$ cat config.mk
export PLATFORM = sky130hd
export DESIGN_NAME = canny_bit_morph_3x3_flat
export DESIGN_NICKNAME = d
export VERILOG_FILES = /design/src/rtl/canny_bit_morph_3x3_pkg.sv /design/src/rtl/canny_bit_morph_3x3_if.sv /design/src/rtl/canny_bit_morph_3x3_line_buffer.sv /design/src/rtl/canny_bit_morph_3x3.sv /design/src/flat_wrapper.sv
export SDC_FILE = /design/constraint.sdc
export NUM_CORES = 1
export LEC_CHECK = 0
export BUFFER_PORTS_ARGS = -buffer_cell sky130_fd_sc_hd__buf_4
export CORE_ASPECT_RATIO = 1.1
export CORE_UTILIZATION = 55
export DETAILED_ROUTE_END_ITERATION = 7
export GPL_TIMING_DRIVEN = 0
export PLACE_DENSITY_LB_ADDON = 0.1
export SYNTH_ARGS = -nofsm -noshare
export SYNTH_HDL_FRONTEND = slang
export SYNTH_SLANG_ARGS = --single-unit
$ cat constraint.sdc
create_clock -name clk -period 2.35 [get_ports clk]
set_input_delay 0.705 -clock clk [delete_from_list [all_inputs] [get_ports clk]]
set_output_delay 0.705 -clock clk [all_outputs]
set_load 0.02 [all_outputs]
$ cat src/rtl/canny_bit_morph_3x3_pkg.sv
// Shared types and constants for the binary 3x3 morphology stage.
package canny_morph_pkg;

    typedef enum logic {
        MORPH_DILATE = 1'b0,
        MORPH_ERODE  = 1'b1
    } morph_mode_e;

    // Cycles from an input pixel to its morphology result at the output.
    localparam int MORPH_LAT = 2;

endpackage

$ cat src/rtl/canny_bit_morph_3x3_if.sv
// 1-bit video stream: frame/line syncs, pixel qualifier and the edge bit.
interface canny_bit_morph_3x3_if;
    logic frame_vsync;
    logic frame_href;
    logic frame_clken;
    logic img_bit;

    modport master (output frame_vsync, frame_href, frame_clken, img_bit);
    modport slave  (input  frame_vsync, frame_href, frame_clken, img_bit);
endinterface

$ cat src/rtl/canny_bit_morph_3x3_line_buffer.sv
// One-line 1-bit delay line; advances only on qualified pixels, contents never reset.
module bit_line_buffer #(
    parameter int DEPTH = 640
) (
    input  logic clk,
    input  logic clken,
    input  logic din,
    output logic dout
);
    logic [DEPTH-1:0] sr_q;
    logic [DEPTH-1:0] sr_d;

    // Shift the new pixel in at the bottom; the oldest pixel leaves at the top.
    always_comb begin
        sr_d = {sr_q[DEPTH-2:0], din};
    end

    // Storage is pure data: row masking downstream hides stale contents.
    always_ff @(posedge clk) begin
        if (clken) sr_q <= sr_d;
    end

    assign dout = sr_q[DEPTH-1];
endmodule

$ cat src/rtl/canny_bit_morph_3x3.sv
// Binary 3x3 dilate/erode on a 1-bit edge stream, with per-frame set-pixel count.
module canny_bit_morph_3x3
    import canny_morph_pkg::*;
#(
    parameter int IMG_HDISP = 640,
    parameter int IMG_VDISP = 480,
    parameter int CNT_W     = 20
) (
    input  logic                     clk,
    input  logic                     rst_n,
    input  logic                     morph_mode,
    canny_bit_morph_3x3_if.slave     per_if,
    canny_bit_morph_3x3_if.master    post_if,
    output logic [CNT_W-1:0]         post_edge_count,
    output logic                     post_count_valid
);
    localparam int COL_W = $clog2(IMG_HDISP + 1);
    localparam int ROW_W = $clog2(IMG_VDISP);

    logic [COL_W-1:0] col_q, col_d;
    logic [ROW_W-1:0] row_q, row_d;
    morph_mode_e      mode_q, mode_d;
    logic             vs_low_seen_q, vs_low_seen_d;
    logic             frame_ok_q, frame_ok_d;
    logic [2:0]       sync_q [MORPH_LAT];
    logic [2:0]       sync_d [MORPH_LAT];
    logic [2:0]       w0_q, w1_q, w2_q, w0_d, w1_d, w2_d;
    logic             bit_q, bit_d;
    logic [CNT_W-1:0] acc_q, acc_d, count_q, count_d;
    logic             valid_q, valid_d;
    logic             lb1_out, lb2_out;
    logic             vs_rise, href_fall, out_fall;
    logic [CNT_W-1:0] acc_inc;

    bit_line_buffer #(.DEPTH(IMG_HDISP)) u_lb1 (
        .clk(clk), .clken(per_if.frame_clken), .din(per_if.img_bit), .dout(lb1_out)
    );
    bit_line_buffer #(.DEPTH(IMG_HDISP)) u_lb2 (
        .clk(clk), .clken(per_if.frame_clken), .din(lb1_out), .dout(lb2_out)
    );

    // A frame start only counts once vsync has been seen low since reset, so a
    // reset released mid-frame never looks like a fresh frame.
    assign vs_rise   = per_if.frame_vsync & vs_low_seen_q & ~sync_q[0][2];
    assign href_fall = ~per_if.frame_href & sync_q[0][1];
    assign out_fall  = sync_q[MORPH_LAT-1][2] & ~sync_q[MORPH_LAT-2][2];

    // Sync delay line: {vsync, href, clken} re-timed by MORPH_LAT cycles.
    always_comb begin
        sync_d[0] = {per_if.frame_vsync, per_if.frame_href, per_if.frame_clken};
        for (int k = 1; k < MORPH_LAT; k++) sync_d[k] = sync_q[k-1];
    end

    // Frame/line position tracking and per-frame mode latch.
    always_comb begin
        col_d         = col_q;
        row_d         = row_q;
        mode_d        = mode_q;
        vs_low_seen_d = vs_low_seen_q | ~per_if.frame_vsync;
        if (!per_if.frame_href)      col_d = '0;
        else if (per_if.frame_clken) col_d = col_q + 1'b1;
        if (vs_rise) begin
            row_d  = '0;
            mode_d = morph_mode_e'(morph_mode);
        end else if (href_fall && row_q != ROW_W'(IMG_VDISP - 1)) begin
            row_d = row_q + 1'b1;
        end
    end

    // Stage 0 -> 1: shift a masked column into the 3x3 window (bit i = column x-i).
    always_comb begin
        w0_d = w0_q;
        w1_d = w1_q;
        w2_d = w2_q;
        if (per_if.frame_clken) begin
            w0_d = {(col_q > COL_W'(1)) & w0_q[1], (col_q != '0) & w0_q[0], per_if.img_bit};
            w1_d = {(col_q > COL_W'(1)) & w1_q[1], (col_q != '0) & w1_q[0],
                    lb1_out & (row_q != '0)};
            w2_d = {(col_q > COL_W'(1)) & w2_q[1], (col_q != '0) & w2_q[0],
                    lb2_out & (row_q > ROW_W'(1))};
        end
    end

    // Stage 1 -> 2: reduce the window, forced to 0 off valid pixels.
    always_comb begin
        if (mode_q == MORPH_ERODE) bit_d = sync_q[0][0] & (&{w0_q, w1_q, w2_q});
        else                       bit_d = sync_q[0][0] & (|{w0_q, w1_q, w2_q});
    end

    // Output-side edge count, published on the output vsync fall of complete frames.
    always_comb begin
        acc_inc    = acc_q;
        if (sync_q[MORPH_LAT-1][0] && bit_q && acc_q != '1) acc_inc = acc_q + 1'b1;
        acc_d      = acc_inc;
        count_d    = count_q;
        valid_d    = 1'b0;
        frame_ok_d = frame_ok_q;
        if (out_fall) begin
            acc_d      = '0;
            valid_d    = frame_ok_q;
            frame_ok_d = 1'b0;
            if (frame_ok_q) count_d = acc_inc;
        end
        if (vs_rise) frame_ok_d = 1'b1;
    end

    // All state registers.
    always_ff @(posedge clk or negedge rst_n) begin
        if (!rst_n) begin
            col_q         <= '0;
            row_q         <= '0;
            mode_q        <= MORPH_DILATE;
            vs_low_seen_q <= 1'b0;
            frame_ok_q    <= 1'b0;
            for (int k = 0; k < MORPH_LAT; k++) sync_q[k] <= '0;
            w0_q          <= '0;
            w1_q          <= '0;
            w2_q          <= '0;
            bit_q         <= 1'b0;
            acc_q         <= '0;
            count_q       <= '0;
            valid_q       <= 1'b0;
        end else begin
            col_q         <= col_d;
            row_q         <= row_d;
            mode_q        <= mode_d;
            vs_low_seen_q <= vs_low_seen_d;
            frame_ok_q    <= frame_ok_d;
            for (int k = 0; k < MORPH_LAT; k++) sync_q[k] <= sync_d[k];
            w0_q          <= w0_d;
            w1_q          <= w1_d;
            w2_q          <= w2_d;
            bit_q         <= bit_d;
            acc_q         <= acc_d;
            count_q       <= count_d;
            valid_q       <= valid_d;
        end
    end

    assign post_if.frame_vsync = sync_q[MORPH_LAT-1][2];
    assign post_if.frame_href  = sync_q[MORPH_LAT-1][1];
    assign post_if.frame_clken = sync_q[MORPH_LAT-1][0];
    assign post_if.img_bit     = bit_q;
    assign post_edge_count     = count_q;
    assign post_count_valid    = valid_q;
endmodule
$ cat src/flat_wrapper.sv
// flat-port wrapper written by rule: the top's interface ports become plain ports
module canny_bit_morph_3x3_flat import canny_morph_pkg::*;
#(
    parameter int IMG_HDISP = 640,
    parameter int IMG_VDISP = 480,
    parameter int CNT_W     = 20
)
  (clk, rst_n, morph_mode, post_edge_count, post_count_valid, per_if_frame_vsync, per_if_frame_href, per_if_frame_clken, per_if_img_bit, post_if_frame_vsync, post_if_frame_href, post_if_frame_clken, post_if_img_bit);
  canny_bit_morph_3x3_if per_if_i ();
  canny_bit_morph_3x3_if post_if_i ();
  input  logic clk;
  input  logic rst_n;
  input  logic morph_mode;
  output logic [CNT_W-1:0] post_edge_count;
  output logic post_count_valid;
  input wire logic [$bits(per_if_i.frame_vsync)-1:0] per_if_frame_vsync;
  input wire logic [$bits(per_if_i.frame_href)-1:0] per_if_frame_href;
  input wire logic [$bits(per_if_i.frame_clken)-1:0] per_if_frame_clken;
  input wire logic [$bits(per_if_i.img_bit)-1:0] per_if_img_bit;
  output wire logic [$bits(post_if_i.frame_vsync)-1:0] post_if_frame_vsync;
  output wire logic [$bits(post_if_i.frame_href)-1:0] post_if_frame_href;
  output wire logic [$bits(post_if_i.frame_clken)-1:0] post_if_frame_clken;
  output wire logic [$bits(post_if_i.img_bit)-1:0] post_if_img_bit;
  assign per_if_i.frame_vsync = per_if_frame_vsync;
  assign per_if_i.frame_href = per_if_frame_href;
  assign per_if_i.frame_clken = per_if_frame_clken;
  assign per_if_i.img_bit = per_if_img_bit;
  assign post_if_frame_vsync = post_if_i.frame_vsync;
  assign post_if_frame_href = post_if_i.frame_href;
  assign post_if_frame_clken = post_if_i.frame_clken;
  assign post_if_img_bit = post_if_i.img_bit;
  canny_bit_morph_3x3 #(.IMG_HDISP(IMG_HDISP), .IMG_VDISP(IMG_VDISP), .CNT_W(CNT_W)) u_core (.clk(clk), .rst_n(rst_n), .morph_mode(morph_mode), .per_if(per_if_i), .post_if(post_if_i), .post_edge_count(post_edge_count), .post_count_valid(post_count_valid));
endmodule
==> metrics.cfg <==
[status]
outcome=completed

[synth]
syn_nets=1700
synthesis.area_um2=42400
async_flop_share=0.0581
yosys_register_bits=1359
ys.flop_type=edfxtp_1
synth-edff-count=1280
synth_area_leader_cell=edfxtp_1
synth_cells=1685
synth_cell_types=49
yosysWarnings=0
ys_top_cells_by_area=edfxtp_1 (91%), dfrtp_1 (4.7%), nand2_1 (0.30%), nand4_1 (0.25%), ha_1 (0.24%)
synth_seq_area_share=0.952
synth_area_per_cell_um2=25.2
synth_top_cell_area_share=0.906

[sta]
tightest_slew_ps=1110
setup_violations=0
period_minus_slack_ps=2210
fin_setup_tns_ps=0
report.final.slew_viol_count=0
fin_worst_skew_ps=22.1
hold_violations=0
rsz0062_at_grt=no
period_share=0.940
setup_ws_ps=142
max_slew_margin=0.257
fmax_mhz=453

[detailed_routing]
drt_iter0_markers=1636
wl_per_cell_um=18.5
routed_wl_um=55500
drt.antenna.violating_nets=0
dr.pass1.iters=6
vias=15800
drc=0
via_per_inst=5.27

[cts]
clk_pin_slew_ps=60
cts_tree=built
htreeDepth=4
clk_latency_ps=700
clock-root-buffer=clkbuf_16
clkSinkCount=1359
numCtsBuffers=131
cts_buffer_depth=3
post_cts_buffers=0

[worst_setup_path]
startpoint_type=flip-flop
rr_worst_depth=5
timing.rr.end=u_core.post_edge_count[12]
worst-setup-path-type=flip-flop to flip-flop
required_ps=2960
rrSetupSlack_ps=140
cp_max_fo=8
timing.rr.start=u_core.acc_q[0]
arrival_ps=2810
cp-end-kind=flip-flop

[power]
p_leak_nw=16.7
p_int_w=0.0401
netSwitchingPower_w=0.00979
ir_worst_vdd_mv=0.627
total_power_w=0.0499
combPwrFrac=0.019
power.density_nw_per_um2=1030
pwr-share-seq=0.571
swShare=0.196
pwr-share-clk=0.410

[final_layout]
post-route-util=0.639
antenna_cells=0
fill_cells=5104
layout_common_cells=edfxtp_1 (1,280), clkbuf_16 (132), dfrtp_1 (78)
syn_to_final_growth_pct=14.6
final_common_cell=edfxtp_1
fin_nets=1879
final_layout_size_suffix_gt1_frac=0.120

[floorplanning]
die_h_um=293
dieArea_um2=78300
rows=106
start_util=0.557
ios=32
core_area_um2=76100
die_w_um=267

[placed_design]
pre_cts_slack_ps=-1730
hpwl_um=23700
io_buffers=31
gp_congestion=0.804

[global_routing]
globalRouteTotalUtil=0.146
gr-total-overflow=0
grt_pass1_vias=15200
grt_max_degree=212
antenna_found_initial=0
grt_pass1_wl_um=88100

[flow_run]
drv_cap=0

[min_path]
hold_end=u_core.sync_d[2]
min_from=per_if_frame_vsync
min_path_cells=1
hp-class=input pin to flip-flop

[how the worst max path moves through the flow]
stage                     cells after the start                          to          startpoint  slack, ps
after global routing                          5  u_core.post_edge_count[19]    u_core.acc_q[10]         10
after floorplan                               5  u_core.post_edge_count[12]     u_core.acc_q[0]        340
after global placement                        5             u_core.col_q[9]  per_if_frame_clken     -11930
final                                         5  u_core.post_edge_count[12]     u_core.acc_q[0]        140
after CTS                                     5  u_core.post_edge_count[12]     u_core.acc_q[0]         20
after detailed placement                      5       u_core.u_lb1.sr_q[37]  per_if_frame_clken      -1730
[layout make-up]
type	count	area, um2	share of cell area
Tap cell	1026	1280	0.0264
Clock buffer	166	3430	0.0705
Multi-Input combinational cell	295	1900	0.0392
Buffer	19	76.3	0.00157
Clock inverter	70	782	0.0161
Timing Repair Buffer	46	698	0.0144
Inverter	12	45.0	0.000926
Sequential cell	1359	40400	0.831
[kinds of logic (layout without fill, tap and decap cells)]
family | Yosys count | in the layout | share of synthesized area
AOI/OAI and AO/OA | 90 | 90 | 0.0145
xor gates and xnor gates | 12 | 12 | 0.00248
adders and majority gates | 8 | 8 | 0.00236
buffers and inverters | 31 | 313 | 0.00280
DFF | 1359 | 1359 | 0.952
muxes | 12 | 12 | 0.00295
and+or+nand+nor | 173 | 173 | 0.0225
[synth_stat cells, drive strengths merged (9+ instances only)]
cell    instances
nor4           11
and2           11
or3             9
or4            10
a21oi          18
inv            12
edfxtp       1280
o21ai          12
dfrtp          79
nand4          18
a31oi          15
clkbuf         17
nand2b         10
nand3          14
nand2          34
nor2           26
[per-layer routing]
layer  global-route usage  vias up  wire (um)
met1                0.246     8208      29200
met3               0.0428      103       2980
met5                    0        -          0
li1                     -     7157          -
met4               0.0590        0       1310
met2                0.177      309      22000
[power groups by stage]
stage	combinational, W	sequential [W]	clock, W
global route	0.00106	0.0286	0.0220
detailed placement	0.000912	0.0290	0
finish	0.000948	0.0285	0.0204
global placement	0.000830	0.0294	0
CTS	0.000970	0.0285	0.0212
floorplan	0.000195	0.0288	0
[flip-flops by register name (all words and copies together) (netlist names)]
register,count
u_core.post_if.frame_clken,1
u_core.post_if.frame_href,1
u_core.row_q,9
u_core.u_lb1.sr_q,640
u_core.acc_q,20
u_core.post_if.frame_vsync,1
u_core.post_count_valid,1
u_core.post_if.img_bit,1
u_core.frame_ok_q,1
u_core.col_q,10
u_core.post_edge_count,20
u_core.w2_q,3
u_core.w1_q,3
u_core.mode_q,1
u_core.vs_low_seen_q,1
u_core.sync_d,3
u_core.u_lb2.sr_q,640
u_core.w0_q,3
[worst max-delay path, stage by stage, from the launching register on]
cell and delay [ps]:
dfrtp_2 430, ha_2 280, nand3_1 160, or4_4 560, or4_4 500, a31oi_1 190
[what timing repair did]
action / CTS / global route
endpoints found under the setup margin: 729 / 91
resized for setup: 0 / 6
hold buffers: 0 / 0
cloned: 7 / 1
[stage by stage]
| stage | cells | area (um2) | hold slack [ps] |
|---|---|---|---|
| after floorplan | 1685 | 42400 | 353 |
| after global placement | 2742 | 44000 | 361 |
| after detailed placement | 2749 | 44200 | 372 |
| after CTS | 2992 | 48600 | 70.8 |
| after global routing | 2993 | 48600 | 88.0 |
| final | 2993 | 48600 | 136 |
Note: power is estimated with default switching activity, not from simulation.
